--- src/rtl/mem_arb_pkg.sv ---
// Shared types for the memory port arbiter: requester tags, request bundle and arbiter FSM states.
package mem_arb_pkg;

    localparam int unsigned MEM_ADDR_W = 32;
    localparam int unsigned MEM_DATA_W = 32;

    typedef enum logic [1:0] {
        REQ_FETCH,
        REQ_READ,
        REQ_WRITE
    } req_id_e;

    typedef struct packed {
        logic                  write;
        logic [MEM_ADDR_W-1:0] addr;
        logic [MEM_DATA_W-1:0] data;
    } mem_req_t;

    typedef enum logic {
        ARB,
        HOLD
    } arb_state_e;

    // Loads and fetches carry zero data so the memory bus is quiet on non-store requests.
    function automatic mem_req_t make_req(input logic                  write,
                                          input logic [MEM_ADDR_W-1:0] addr,
                                          input logic [MEM_DATA_W-1:0] data);
        mem_req_t r;
        r.write = write;
        r.addr  = addr;
        r.data  = write ? data : '0;
        return r;
    endfunction

endpackage

--- src/rtl/mem_arb_tag_fifo.sv ---
// In-order FIFO of requester tags for issued-but-unanswered memory requests.
module mem_arb_tag_fifo
    import mem_arb_pkg::*;
#(
    parameter int unsigned DEPTH = 4,
    parameter int unsigned CNT_W = $clog2(DEPTH + 1)
) (
    input  logic             CLK,
    input  logic             RESET,
    input  logic             push,
    input  req_id_e          push_id,
    input  logic             pop,
    output req_id_e          head_id,
    output logic             full,
    output logic             empty,
    output logic [CNT_W-1:0] count
);

    localparam int unsigned PTR_W = (DEPTH > 1) ? $clog2(DEPTH) : 1;

    req_id_e          tags [DEPTH];
    logic [PTR_W-1:0] wr_ptr;
    logic [PTR_W-1:0] rd_ptr;
    logic             do_push;
    logic             do_pop;

    // Pointers wrap at DEPTH, which need not be a power of two.
    function automatic logic [PTR_W-1:0] next_ptr(input logic [PTR_W-1:0] p);
        return (p == PTR_W'(DEPTH - 1)) ? '0 : p + PTR_W'(1);
    endfunction

    assign full    = (count == CNT_W'(DEPTH));
    assign empty   = (count == '0);
    assign do_push = push && !full;
    assign do_pop  = pop && !empty;
    assign head_id = tags[rd_ptr];

    always_ff @(posedge CLK) begin
        if (do_push) begin
            tags[wr_ptr] <= push_id;
        end
    end

    always_ff @(posedge CLK) begin
        if (RESET) begin
            wr_ptr <= '0;
            rd_ptr <= '0;
            count  <= '0;
        end else begin
            if (do_push) begin
                wr_ptr <= next_ptr(wr_ptr);
            end
            if (do_pop) begin
                rd_ptr <= next_ptr(rd_ptr);
            end
            case ({do_push, do_pop})
                2'b10:   count <= count + CNT_W'(1);
                2'b01:   count <= count - CNT_W'(1);
                default: count <= count;
            endcase
        end
    end

endmodule

--- src/rtl/mem_port_arbiter.sv ---
// Shares the single memory request port between fetch, load and store requesters and
// routes in-order memory responses back to whichever requester issued them.
module mem_port_arbiter
    import mem_arb_pkg::*;
#(
    parameter int unsigned ADDR_W     = 32,
    parameter int unsigned DATA_W     = 32,
    parameter int unsigned MAX_OUTST  = 4,
    parameter int unsigned STARVE_LIM = 8
) (
    input  logic                           CLK,
    input  logic                           RESET,
    input  logic                           fetch_req_valid,
    input  logic [ADDR_W-1:0]              fetch_req_addr,
    output logic                           fetch_req_ready,
    output logic                           fetch_rsp_valid,
    output logic [DATA_W-1:0]              fetch_rsp_data,
    input  logic                           read_req_valid,
    input  logic [ADDR_W-1:0]              read_req_addr,
    output logic                           read_req_ready,
    output logic                           read_rsp_valid,
    output logic [DATA_W-1:0]              read_rsp_data,
    output logic [1:0]                     read_rsp_resv,
    input  logic                           write_req_valid,
    input  logic [ADDR_W-1:0]              write_req_addr,
    input  logic [DATA_W-1:0]              write_req_data,
    output logic                           write_req_ready,
    output logic                           write_rsp_valid,
    output logic                           mem_req_valid,
    input  logic                           mem_req_ready,
    output logic                           mem_req_write,
    output logic [ADDR_W-1:0]              mem_req_addr,
    output logic [DATA_W-1:0]              mem_req_data,
    input  logic                           mem_rsp_valid,
    input  logic [DATA_W-1:0]              mem_rsp_data,
    input  logic [1:0]                     mem_rsp_resv,
    output logic [$clog2(MAX_OUTST+1)-1:0] outstanding,
    output logic                           err_unexp_rsp
);

    localparam int unsigned CNT_W    = $clog2(MAX_OUTST + 1);
    localparam int unsigned STARVE_W = $clog2(STARVE_LIM + 1);

    arb_state_e          state;
    logic [STARVE_W-1:0] starve_cnt;
    req_id_e             hold_id;
    mem_req_t            hold_req;

    req_id_e             win_id;
    mem_req_t            win_req;
    logic                win_valid;
    req_id_e             pres_id;
    mem_req_t            pres_req;
    logic                pres_valid;
    logic                issue;

    logic                fifo_full;
    logic                fifo_empty;
    req_id_e             head_id;
    logic [CNT_W-1:0]    fifo_count;
    logic                rsp_pop;

    always_comb begin
        win_id = REQ_FETCH;
        if (fetch_req_valid && starve_cnt == STARVE_W'(STARVE_LIM)) begin
            win_id = REQ_FETCH;
        end else if (write_req_valid) begin
            win_id = REQ_WRITE;
        end else if (read_req_valid) begin
            win_id = REQ_READ;
        end
        win_valid = (fetch_req_valid || read_req_valid || write_req_valid) && !fifo_full;
    end

    always_comb begin
        case (win_id)
            REQ_WRITE: win_req = make_req(1'b1, MEM_ADDR_W'(write_req_addr), MEM_DATA_W'(write_req_data));
            REQ_READ:  win_req = make_req(1'b0, MEM_ADDR_W'(read_req_addr), '0);
            default:   win_req = make_req(1'b0, MEM_ADDR_W'(fetch_req_addr), '0);
        endcase
    end

    // In HOLD the latched winner is presented verbatim; live requests are ignored until accepted.
    always_comb begin
        pres_valid = 1'b0;
        pres_id    = win_id;
        pres_req   = win_req;
        if (!RESET) begin
            if (state == HOLD) begin
                pres_valid = 1'b1;
                pres_id    = hold_id;
                pres_req   = hold_req;
            end else begin
                pres_valid = win_valid;
            end
        end
    end

    assign issue           = pres_valid && mem_req_ready;
    assign mem_req_valid   = pres_valid;
    assign mem_req_write   = pres_valid && pres_req.write;
    assign mem_req_addr    = ADDR_W'(pres_req.addr);
    assign mem_req_data    = pres_req.write ? DATA_W'(pres_req.data) : '0;
    assign fetch_req_ready = issue && (pres_id == REQ_FETCH);
    assign read_req_ready  = issue && (pres_id == REQ_READ);
    assign write_req_ready = issue && (pres_id == REQ_WRITE);

    always_ff @(posedge CLK) begin
        if (RESET) begin
            state    <= ARB;
            hold_id  <= REQ_FETCH;
            hold_req <= '0;
        end else begin
            case (state)
                ARB: begin
                    if (win_valid && !mem_req_ready) begin
                        state    <= HOLD;
                        hold_id  <= win_id;
                        hold_req <= win_req;
                    end
                end
                HOLD: begin
                    if (mem_req_ready) begin
                        state <= ARB;
                    end
                end
                default: state <= ARB;
            endcase
        end
    end

    always_ff @(posedge CLK) begin
        if (RESET) begin
            starve_cnt <= '0;
        end else if (fetch_req_valid && !fetch_req_ready) begin
            if (starve_cnt != STARVE_W'(STARVE_LIM)) begin
                starve_cnt <= starve_cnt + STARVE_W'(1);
            end
        end else begin
            starve_cnt <= '0;
        end
    end

    always_ff @(posedge CLK) begin
        if (RESET) begin
            err_unexp_rsp <= 1'b0;
        end else if (mem_rsp_valid && fifo_empty) begin
            err_unexp_rsp <= 1'b1;
        end
    end

    mem_arb_tag_fifo #(
        .DEPTH (MAX_OUTST),
        .CNT_W (CNT_W)
    ) u_tag_fifo (
        .CLK     (CLK),
        .RESET   (RESET),
        .push    (issue),
        .push_id (pres_id),
        .pop     (rsp_pop),
        .head_id (head_id),
        .full    (fifo_full),
        .empty   (fifo_empty),
        .count   (fifo_count)
    );

    assign outstanding     = fifo_count;
    assign rsp_pop         = !RESET && mem_rsp_valid && !fifo_empty;
    assign fetch_rsp_valid = rsp_pop && (head_id == REQ_FETCH);
    assign read_rsp_valid  = rsp_pop && (head_id == REQ_READ);
    assign write_rsp_valid = rsp_pop && (head_id == REQ_WRITE);
    assign fetch_rsp_data  = mem_rsp_data;
    assign read_rsp_data   = mem_rsp_data;
    assign read_rsp_resv   = mem_rsp_resv;

endmodule

--- config.mk ---
export PLATFORM = sky130hd
export DESIGN_NAME = mem_port_arbiter
export DESIGN_NICKNAME = d
export VERILOG_FILES = /design/src/rtl/mem_arb_pkg.sv /design/src/rtl/mem_arb_tag_fifo.sv /design/src/rtl/mem_port_arbiter.sv
export SDC_FILE = /design/constraint.sdc
export NUM_CORES = 1
export LEC_CHECK = 0
export CORE_MARGIN = 3
export CORE_UTILIZATION = 43
export CTS_CLUSTER_SIZE = 30
export DETAILED_ROUTE_END_ITERATION = 8
export HOLD_SLACK_MARGIN = 0.06
export PLACE_DENSITY_LB_ADDON = 0.15
export RECOVER_POWER = 100
export SETUP_SLACK_MARGIN = 0.02
export SKIP_CTS_REPAIR_TIMING = 1
export SYNTH_ARGS = -nofsm -noshare
export SYNTH_HDL_FRONTEND = slang
export SYNTH_SLANG_ARGS = --single-unit
--- constraint.sdc ---
create_clock -name CLK -period 6.7 [get_ports CLK]
set_input_delay 1.34 -clock CLK [delete_from_list [all_inputs] [get_ports CLK]]
set_output_delay 1.34 -clock CLK [all_outputs]
set_load 0.1 [all_outputs]
# == After elaboration in Yosys (flattened, before gate mapping) ==
# Memories as Yosys holds them, arrays and structs flattened. A register that Yosys moved wholly into a read port is not among the register bits.
# Index checks and enable logic that the tools add are counted.
# totals
ff_bits,80
mem_bits_rw,8
in_bits,169
output_inout_bits,142
elab_cells,82
memories,1
# mem_list
memory,words,word_bits,read_ports,rd_clocked_by_memory_dff,wr,line_no,source
u_tag_fifo.tags,4,2,1,1,1,mem_arb_tag_fifo.sv:21,req_id_e tags [DEPTH];
# op_classes
addsub,5
eq_ne,13
n_mux,21
n_bitwise,2
reduce_logical,30
# ops
operator,count
two-way mux 65 bit,2
case mux 65 bit (2 select lines),1
two-way mux 32 bit,1
logical AND 1 bit,17
two-way mux 2 bit,8
"== test 2 bit, second input constant",6
"== test 2 x 1 -> 1 bit, second input constant",4
two-way mux 1 bit,7
case mux 3 bit (2 select lines),1
zero test 1 bit,5
"adder 2 x 1 -> 2 bit, second input constant",2
"adder 4 x 1 -> 4 bit, second input constant",1
"== test 4 bit, second input constant",1
zero test 2 bit,2
"inequality test 4 bit, second input constant",1
"adder 3 x 1 -> 3 bit, second input constant",1
"== test 3 bit, second input constant",1
zero test 3 bit,1
"subtractor 3 x 1 -> 3 bit, second input constant",1
logical OR 1 bit,2
NOT 1 bit,2
case mux 1 bit (2 select lines),1
AND reduction 2 bit,1
nonzero test 2 bit,1
OR reduction 2 bit,1

# == Logic depth before layout (Yosys ltp) ==
# Gate-level depths: netlist of the first run.
# depth
ltp_word,11
depth_mapped,12
mapped_depth_nobuf,10

# == Modules after synthesis ==
# A second synthesis of the first run with hierarchy kept.
# hier_totals
cells_unflattened,809
hier_area_um2,5738.0
# modules_own_cells
module,n_inst,cells_per_inst,area_each_um2,seq_area_each_um2
mem_port_arbiter,1,747,4943.5,1461.4
mem_arb_tag_fifo,1,62,794.5,420.4

# == Least setup slack after synthesis of the first run ==
# Ideal clock, no wire load.
# synth_timing
path_type,input -> output
startpoint,input port RESET
endpoint,output port read_rsp_valid
t_arrival_ps,4886
setup_slack_ps,474
path_stages,3
path_buffers,2
path_cell_list,clkbuf_1 > clkbuf_1 > nor4b_1
# synth_between
elab_chain_cells,4
# synth_rtl
item,line_no,source
start: declaration,mem_port_arbiter.sv:12,"input logic RESET,"
zero test 1 bit,mem_port_arbiter.sv:168,assign rsp_pop = !RESET && mem_rsp_valid && !fifo_empty;
logical AND 1 bit (2 in series),mem_port_arbiter.sv:168,
logical AND 1 bit,mem_port_arbiter.sv:170,assign read_rsp_valid = rsp_pop && (head_id == REQ_READ);
end: declaration,mem_port_arbiter.sv:21,"output logic read_rsp_valid,"
# No other way between the ends.

# == Worst setup path in the final report of the first run ==
# layout_timing
startpoint,input port fetch_req_valid
endpoint,output port mem_req_addr[26]
# layout_between
elab_chain_cells,6
# layout_rtl
item,line_no,source
start: declaration,mem_port_arbiter.sv:13,"input logic fetch_req_valid,"
logical AND 1 bit (*),mem_port_arbiter.sv:65,if (fetch_req_valid && starve_cnt == STARVE_W'(STARVE_LIM)) begin
two-way mux 2 bit (*),mem_port_arbiter.sv:65,
== test 2 x 1 -> 1 bit / == test 2 bit (equally long branches),mem_port_arbiter.sv:76,case (win_id)
case mux 65 bit (2 select lines) (*),mem_port_arbiter.sv:76,
two-way mux 65 bit,mem_port_arbiter.sv:89,if (state == HOLD) begin
two-way mux 65 bit (*),mem_port_arbiter.sv:88,if (!RESET) begin
end: declaration,mem_port_arbiter.sv:32,"output logic [ADDR_W-1:0] mem_req_addr,"
# Mark *: on every way between the ends. The rest lies on a longest branch, timed or not.

==> impl_metrics.yaml, run 1 <==
drt:
  routed_vias: 5691
  route.met2.wl_um: 7920
  wire_per_inst_um: 15.5
  route.top_layer_used: "met5"
  detail_route.wirelength.met1_um: 7110
  drtIter0Drc: 550
  drt-total-wl_um: 16700
  firstDrtPassIters: 5
  drc_errors: 0
  routed_via_density: 5.27
  route.antenna.remaining_nets: 0
  wl_met3_um: 1320
sta:
  grt_setup_unrepaired: "no"
  timing.fmax_ghz: 0.166
  worst_pin_slew_ns: 3.06
  clock-skew-final_ns: 0.00707
  setup_tns_ns: 0
  report.final.setup_viol: 0
  drv_slew: 68
  period_minus_slack_ns: 6.02
  final-hold-violation-count: 0
  timing.slew.headroom: -1.04
  post-route-period-util: 0.898
critical_path:
  cpMostUsedCell: "nor2_1"
  cpPeakStageDelay_ns: 0.91
  worst_path_dominant_cell_family: "buffers and inverters"
  path_cells: "dlygate4sd3_1 > nand4b_1 > nand2_1 > ha_4 > a22oi_1 > nor2_1 > nor2_1 > o21ai_0 > clkbuf_1"
  worst_ep_arrival_time_ns: 4.68
  cp_num_buf_inv: 2
  worst_path_slowest_cell: "clkbuf_1"
  worstPathMaxFanout: 80
  worst_setup_path_end_kind: "primary output"
  timing.critical_path.from_type: "input port"
  critical_setup_path_class: "input port to primary output"
  critPathRequiredTime_ns: 5.36
floorplanning:
  fp.coreArea_um2: 12800
  core.rowCount: 41
  die_height_um: 121
  dieArea_um2: 14600
  die_w_um: 121
  design.portCount: 311
  start_util: 0.445
clock_network:
  clk_transition_reported_paths_ns: 0.06
  cts_tree: "done"
  cts_max_level: 3
  clock_insertion_delay_worst_skew_ns: 0.34
  numCtsBuffers: 9
  clock-root-buffer: "clkbuf_16"
  clkSinkCount: 90
  cts_buffer_depth: 2
finish:
  multiInputGateArea_um2: 3000
  num-fill-cells: 1219
  regArea_um2: 1880
  nNetsFinal: 1083
  layout-area-overhead-vs-synth_pct: 26.8
  antenna_cells: 0
  most-common-layout-cells: "nand2_1 (139), clkdlybuf4s50_1 (132), o21ai_0 (99)"
  fraction_of_final_layout_cells_sized_beyond_drive_strength_1: 0.0573
  layout_commonest_cell: "nand2_1"
synth:
  synth_cell_types: 39
  yosys.area_share.adder: 0.0255
  synth_compound_area_frac: 0.205
  portion_of_netlist_area_occupied_by_mux_cells: 0.00968
  postSynthNetCount: 986
  avgSynthCellArea_um2: 7.06
  synth_xor_area_frac: 0.00770
  synthSimpleGateAreaFrac: 0.275
  synthesis.area_um2: 5690
  synth_enable_flop_cells: 8
  main_flop_type_after_synthesis: "dfxtp_1"
  ys_seq_elements: 90
  yosys_warnings: 0
  postSynth.asyncResetShare: 0
  main_combinational_cell_family_by_area_after_synthesis: "simple AND/OR/NAND/NOR gates"
  synthesis.instances: 806
  seq_area_frac_synth: 0.331
power:
  worst_ir_drop_on_vdd_v: 0.000120
  finalPower_mw: 1.66
  total_leakage_power_nw: 2.56
  cellPowerDensity_nw_per_um2: 231
global_routing:
  grt_use_total: 0.221
  antenna_found_initial: 1
  grt_pass1_wl_um: 26400
  overflow: 0
  first_global_vias: 5343
  grt_start_max_net_pins: 81
placement:
  place_hpwl_um: 11600
  gpl.final_weighted_congestion: 0.833
  port_buffers: 210
min_path:
  hold_path.class: "register to register"
run_status:
  status: "finished with violations"
  failed_checks: "max-capacitance violations, max-slew violations"
run:
  cap_viol_max_count: 1
[final timing paths]
check                                   startpoint  depth (start not counted)                        end  slack (ns)
hold reg to reg          hold_req[40]$_SDFFE_PP0P_                          2  hold_req[40]$_SDFFE_PP0P_        0.45
setup / recovery                   fetch_req_valid                          9           mem_req_addr[26]        0.68
setup reg to reg  u_tag_fifo.count[2]$_SDFFE_PP0P_                          5  hold_req[24]$_SDFFE_PP0P_        3.07
hold / removal           hold_req[40]$_SDFFE_PP0P_                          2  hold_req[40]$_SDFFE_PP0P_        0.45
[logic make-up after synthesis]
| kind of cell | Yosys count |
|---|---|
| AO/OA/AOI/OAI | 212 |
| XOR/XNOR | 5 |
| adder cells (fa/ha/maj) | 11 |
| buffers and inverters | 142 |
| flip-flops | 90 |
| multiplexers | 3 |
| AND/OR/NAND/NOR | 343 |
[routing by layer]
metal  track usage  vias up
met3        0.0597       37
li1              -     2864
met4        0.0687        2
met5             0        -
met1         0.284     2551
met2         0.363      237
[through the flow]
stage               hold slack [ns]  instance area [um2]  cells  worst slack (ns)  utilization
finish                        0.455                 7210   1080             0.682        0.565
global route                  0.476                 7210   1080             0.500        0.565
CTS                           0.456                 7400   1080              1.20        0.579
detailed placement            0.447                 7130   1064              1.21        0.558
global placement              0.442                 7130   1064              1.31        0.558
floorplan                     0.432                 5690    806             0.474            -
[where the power goes]
part	switching [mW]	internal (mW)	leakage (nW)
clock	0.211	0.249	0.123
sequential	0.0213	0.571	0.741
combinational	0.448	0.162	1.70
[cell usage after synthesis, types with 2 or more instances]
| master | count | area share |
|---|---|---|
| nand2_1 | 139 | 0.092 |
| o21ai_0 | 99 | 0.087 |
| dfxtp_1 | 82 | 0.29 |
| nor2_1 | 75 | 0.049 |
| a21oi_1 | 74 | 0.065 |
| buf_4 | 69 | 0.091 |
| nand3_1 | 65 | 0.057 |
| clkbuf_1 | 44 | 0.029 |
| and2_1 | 36 | 0.040 |
| a22oi_1 | 32 | 0.042 |
| inv_1 | 11 | 0.0073 |
| ha_1 | 10 | 0.022 |
| buf_2 | 8 | 0.0070 |
| edfxtp_1 | 8 | 0.042 |
| buf_1 | 6 | 0.0040 |
| nor4b_1 | 5 | 0.0077 |
| buf_6 | 4 | 0.0079 |
| nor2b_1 | 4 | 0.0044 |
| nor3_1 | 4 | 0.0035 |
| xor2_1 | 4 | 0.0062 |
| nand4b_1 | 3 | 0.0046 |
| o31ai_1 | 3 | 0.0040 |
| or3_1 | 3 | 0.0033 |
| mux4_2 | 2 | 0.0079 |
| o211a_1 | 2 | 0.0035 |
[sequential cells by signal (all words and copies together), names as in the netlist, named ones only]
register           count
hold_req              65
u_tag_fifo.tags        8
starve_cnt             4
u_tag_fifo.count       3
hold_id                2
u_tag_fifo.rd_ptr      2
u_tag_fifo.wr_ptr      2
err_unexp_rsp          1
state                  1
[worst register-to-register path, stage by stage (launching register included)]
cell and delay (ns):
dfxtp_1 0.43, nor3b_2 0.34, or4_2 0.18, clkbuf_1 2.14, nand2_1 0.21, a21oi_1 0.24
[layout make-up]
class                      instances  share of cell area
sequential                        90               0.261
multi-input combinational        574               0.417
timing repair buffer             217               0.250
tap                              172              0.0298
clock inverter                     7             0.00607
inverter                          11             0.00573
clock buffer                       9              0.0312
No activity file was read; power rests on OpenSTA's default activity.
==> run 2: changes to the inputs <==
clock period = 7.4 ns   (was 6.7 ns; I/O delays follow)
==> run 2 against run 1 <==
  * The flow still finishes with violations (max-capacitance violations, max-slew violations)
  * Cell count did not move
  * Die area did not move
  * Clock skew hardly changed
  * Sequential power fell by 9.5%
  * Core utilization increased by 1.5 points
  * Highest routed layer is now met4
==> impl_metrics.yaml, run 2 (synthesis gave the netlist of run 1 again) <==
drt:
  routed_vias: 5798
  drt-total-wl_um: 17000
  wire_per_inst_um: 15.8
  route.antenna.remaining_nets: 0
  routed_via_density: 5.37
  drc_errors: 0
  firstDrtPassIters: 5
  drtIter0Drc: 535
sta:
  drv_slew: 68
  setup_tns_ns: 0
  final-hold-violation-count: 0
  report.final.setup_viol: 0
  period_minus_slack_ns: 6.59
  timing.fmax_ghz: 0.152
  grt_setup_unrepaired: "no"
  timing.slew.headroom: -1.02
  post-route-period-util: 0.891
  clock-skew-final_ns: 0.00741
  worst_pin_slew_ns: 3.03
critical_path:
  cp_num_buf_inv: 3
  path_cells: "dlygate4sd3_1 > nand4b_1 > nand2_1 > ha_4 > clkbuf_1 > a22oi_1 > nor2_1 > nor2_1 > o21ai_0 > clkbuf_2"
  cpMostUsedCell: "nor2_1"
  worst_reg2reg_endpoint: "hold_req[55]$_SDFFE_PP0P_"
  reg2reg_start: "u_tag_fifo.count[2]$_SDFFE_PP0P_"
  worstPathMaxFanout: 79
  worst_path_dominant_cell_family: "buffers and inverters"
  worst_setup_path_end_kind: "primary output"
  timing.critical_path.from_type: "input port"
  worst_ep_arrival_time_ns: 5.11
  critPathRequiredTime_ns: 5.92
  critical_setup_path_class: "input port to primary output"
  regToRegSetupSlack_ns: 3.74
  reg2reg_depth: 5
  cpPeakStageDelay_ns: 0.79
  worst_path_slowest_cell: "clkbuf_1"
global_routing:
  grt_pass1_wl_um: 26500
  antenna_found_initial: 0
  first_global_vias: 5525
  overflow: 0
  grt_use_total: 0.221
  grt_start_max_net_pins: 80
clock_network:
  numCtsBuffers: 9
  clock_insertion_delay_worst_skew_ns: 0.33
  cts_buffer_depth: 2
  clkSinkCount: 90
  cts_max_level: 3
  clock-root-buffer: "clkbuf_16"
  cts_tree: "done"
  clk_transition_reported_paths_ns: 0.06
finish:
  layout-area-overhead-vs-synth_pct: 30.2
  postLayoutCellArea_um2: 7410
  largest_register_ff_count: 65
  antenna_cells: 0
  nNetsFinal: 1083
  most-common-layout-cells: "nand2_1 (139), clkdlybuf4s50_1 (132), o21ai_0 (99)"
  fraction_of_final_layout_cells_sized_beyond_drive_strength_1: 0.0540
  largest_registers: "hold_req x65, u_tag_fifo.tags x8, starve_cnt x4"
  finish.cell_count_without_fillers: 1080
  layout_commonest_cell: "nand2_1"
  fin_util: 0.580
  num-fill-cells: 1251
  largest_register: "hold_req"
min_path:
  worst_hold_path.num_cells: 2
  hold_path.class: "register to register"
  hold_path.startpoint: "hold_req[11]$_SDFFE_PP0P_"
  min_delay_worst_endpoint: "hold_req[11]$_SDFFE_PP0P_"
placement:
  place_hpwl_um: 11900
  port_buffers: 210
  gpl.final_weighted_congestion: 0.829
  placed_cell_area_um2: 7210
  numPlacedInstances: 1064
floorplanning:
  dieArea_um2: 14600
  design.portCount: 311
  die_w_um: 121
  die_height_um: 121
  core.rowCount: 41
  fp.coreArea_um2: 12800
  start_util: 0.445
power:
  cellPowerDensity_nw_per_um2: 206
  worst_ir_drop_on_vdd_v: 0.000115
  finalPower_mw: 1.52
  total_leakage_power_nw: 2.72
run_status:
  status: "finished with violations"
  failed_checks: "max-capacitance violations, max-slew violations"
run:
  cap_viol_max_count: 1
-- run 2: cell count changes in the layout (fill, tap and decap cells not counted) --
cell           before  now
buf_4              19   15
clkbuf_1           43   13
clkbuf_2           10   11
clkinv_1            2    1
clkinv_2            1    0
clkinv_4            0    4
clkinvlp_4          3    1
dlygate4sd3_1      12   45
nor2b_1             3    4
nor2b_4             1    0
-- run 2: worst max path at each step --
stage	from	to	slack (ns)	cells after the start
floorplan	RESET	read_rsp_valid	0.89	3
global placement	fetch_req_valid	mem_req_write	1.28	7
detailed placement	fetch_req_valid	mem_req_write	1.25	7
CTS	fetch_req_valid	mem_req_write	1.24	7
global route	fetch_req_valid	mem_req_addr[13]	0.53	10
finish	fetch_req_valid	mem_req_addr[6]	0.81	10
-- run 2: metal layers --
layer / GRT usage / vias up / wire (um)
li1: - / 2861 / -
met1: 0.262 / 2639 / 7000
met2: 0.385 / 252 / 8220
met3: 0.0485 / 46 / 1260
met4: 0.0878 / 0 / 525
met5: 0 / - / 0
-- run 2: worst min-delay path: cells and delay by family (launching register included) --
family | cells | cell delay, ns
AOI/OAI and AO/OA | 1 | 0.05
DFF | 1 | 0.31
and+or+nand+nor | 1 | 0.05
-- run 2: final cells by class --
class | count | area, um2 | share of cell area
Clock buffer | 9 | 225 | 0.0304
Clock inverter | 7 | 55.1 | 0.00743
Inverter | 11 | 41.3 | 0.00557
Multi-Input combinational cell | 574 | 3000 | 0.404
Sequential cell | 90 | 1880 | 0.254
Tap cell | 172 | 215 | 0.0290
Timing Repair Buffer | 217 | 1990 | 0.269
-- run 2: through the flow --
step | setup WS, ns | hold WS (ns)
5_1_grt | 0.530 | 0.472
6_report | 0.810 | 0.455
3_3_place_gp | 1.28 | 0.442
2_1_floorplan | 0.894 | 0.432
3_5_place_dp | 1.25 | 0.445
4_1_cts | 1.24 | 0.455
-- run 2: power breakdown --
part	internal (mW)	switching, mW
Clock	0.230	0.198
Sequential	0.517	0.0193
Combinational	0.154	0.406
Total	0.901	0.623
==> run 3: changes to the inputs <==
CORE_UTILIZATION = 40   (was 43)
GPL_TIMING_DRIVEN = 0   (was unset)
clock period = 6.95 ns   (was 7.4 ns; I/O delays follow)
==> run 3 against run 2 <==
  * Total power grew 25%
  * The run now ends clean
  * First-iteration DRC count is 17% lower
  * Clock-buffer cell count unchanged
  * Via count grew 12%
  * Critical endpoint is now mem_req_data[6]
==> impl_metrics.yaml, run 3 (synthesis gave the netlist of run 1 again) <==
run_status:
  status: "finished clean"
global_routing:
  antenna_found_initial: 0
  grt_use_total: 0.242
  first_global_vias: 6508
  grt_start_max_net_pins: 18
  overflow: 0
  grt_pass1_wl_um: 31700
floorplanning:
  die_w_um: 125
  start_util: 0.420
  dieArea_um2: 15700
  core.rowCount: 42
  design.portCount: 311
  die_height_um: 125
  fp.coreArea_um2: 13600
sta:
  period_minus_slack_ns: 6.68
  timing.slew.headroom: 0.231
  post-route-period-util: 0.962
  fin_ws_ns: 0.265
  timing.fmax_ghz: 0.150
  final-hold-violation-count: 0
  grt_setup_unrepaired: "no"
  clock-skew-final_ns: 0.00771
  setup_tns_ns: 0
  report.final.setup_viol: 0
  worst_pin_slew_ns: 1.16
  drv_slew: 0
clock_network:
  cts_buffer_depth: 2
  cts_tree: "done"
  clkSinkCount: 90
  clock_insertion_delay_worst_skew_ns: 0.34
  numCtsBuffers: 9
  clk_transition_reported_paths_ns: 0.07
  clock-root-buffer: "clkbuf_16"
  cts_max_level: 3
power:
  pwr-share-seq: 0.297
  switching_share: 0.441
  cellPowerDensity_nw_per_um2: 213
  worst_ir_drop_on_vdd_v: 0.000107
  power_frac_comb: 0.438
  total_leakage_power_nw: 3.47
  cell_internal_pwr_mw: 1.07
  clockPowerShare: 0.265
  power_switching_mw: 0.841
finish:
  regArea_um2: 1880
  largest_register_ff_count: 65
  nNetsFinal: 1272
  largest_register: "hold_req"
  most-common-layout-cells: "nand2_1 (139), dlygate4sd3_1 (139), clkdlybuf4s50_1 (135)"
  fraction_of_final_layout_cells_sized_beyond_drive_strength_1: 0.0921
  layout-area-overhead-vs-synth_pct: 57.5
  num-fill-cells: 1245
  multiInputGateArea_um2: 2970
  antenna_cells: 0
  largest_registers: "hold_req x65, u_tag_fifo.tags x8, starve_cnt x4"
run:
  cap_viol_max_count: 0
critical_path:
  worst_path_slowest_cell: "dlygate4sd3_1"
  critPathRequiredTime_ns: 5.56
  regToRegSetupSlack_ns: 4.17
  worst_reg2reg_endpoint: "hold_req[27]$_SDFFE_PP0P_"
  reg2reg_start: "starve_cnt[0]$_SDFFE_PP0P_"
  cpPeakStageDelay_ns: 1.23
  critical_setup_path_class: "input port to primary output"
  worst_ep_arrival_time_ns: 5.29
  timing.critical_path.from_type: "input port"
  worst_path_dominant_cell_family: "buffers and inverters"
  cpMostUsedCell: "clkbuf_1"
  worstPathMaxFanout: 10
  worst_setup_path_end_kind: "primary output"
  reg2reg_depth: 11
  cp_num_buf_inv: 5
  path_cells: "clkdlybuf4s50_1 > nand4b_1 > nand2_1 > ha_1 > clkbuf_1 > clkbuf_1 > clkbuf_1 > nand2_1 > o21ai_0 > dlygate4sd3_1"
  worstSetupStartpoint: "fetch_req_valid"
min_path:
  min_delay_worst_endpoint: "hold_req[29]$_SDFFE_PP0P_"
  worst_hold_path.num_cells: 2
  hold_path.startpoint: "hold_req[29]$_SDFFE_PP0P_"
  hold_path.class: "register to register"
placement:
  gpl.final_weighted_congestion: 0.867
  place_hpwl_um: 15300
  dpl_worst_slack_ns: 0.291
  port_buffers: 275
drt:
  wire_per_inst_um: 15.3
  routed_vias: 6519
  route.antenna.remaining_nets: 0
  routed_via_density: 5.12
  drtIter0Drc: 444
  firstDrtPassIters: 5
  drc_errors: 0
  drt-total-wl_um: 19500
==> run 3: final cells by class <==
type                       instances  share of cell area
sequential                        90               0.210
tap                              176              0.0246
buffer                           131              0.0883
multi-input combinational        574               0.331
inverter                          11             0.00461
clock inverter                     7             0.00936
timing repair buffer             275               0.307
clock buffer                       9              0.0251
==> run 3: worst max-delay path by stage <==
| stage | end | slack [ns] | depth (start not counted) |
|---|---|---|---|
| 2_1_floorplan | read_rsp_valid | 0.62 | 3 |
| 3_3_place_gp | mem_req_data[4] | 0.30 | 10 |
| 3_5_place_dp | mem_req_data[4] | 0.29 | 10 |
| 4_1_cts | mem_req_data[4] | 0.28 | 10 |
| 5_1_grt | mem_req_data[24] | 0.03 | 10 |
| 6_report | mem_req_data[6] | 0.27 | 10 |
==> run 3: tightest hold or removal path, cell delays in order (launching register included) <==
cell and delay, ns:
dfxtp_1 0.31, nand2_1 0.05, a21oi_1 0.05
==> run 3: metal layers <==
| layer | up-vias | track usage | routed length, um |
|---|---|---|---|
| li1 | 3242 | - | - |
| met1 | 2953 | 0.284 | 7700 |
| met2 | 297 | 0.427 | 9600 |
| met3 | 27 | 0.0682 | 1820 |
| met4 | 0 | 0.0765 | 404 |
| met5 | - | 0 | 0 |
==> run 3: power by group through the flow <==
stage               registers [mW]  logic, mW  clock network (mW)
global route                 0.570      0.879               0.534
floorplan                    0.594      0.598                   0
global placement             0.578      0.855                   0
finish                       0.567      0.836               0.506
CTS                          0.567      0.861               0.516
detailed placement           0.579      0.859                   0
==> run 3: metrics by stage <==
stage,std cells,area [um2],util,hold WS [ns],total power [mW]
final,1273,8960,0.661,0.456,1.91
after global routing,1273,8960,0.661,0.471,1.98
after CTS,1273,8970,0.662,0.456,1.94
after detailed placement,1257,8660,0.639,0.447,1.44
after global placement,1257,8660,0.639,0.442,1.43
after floorplan,806,5690,-,0.432,1.19
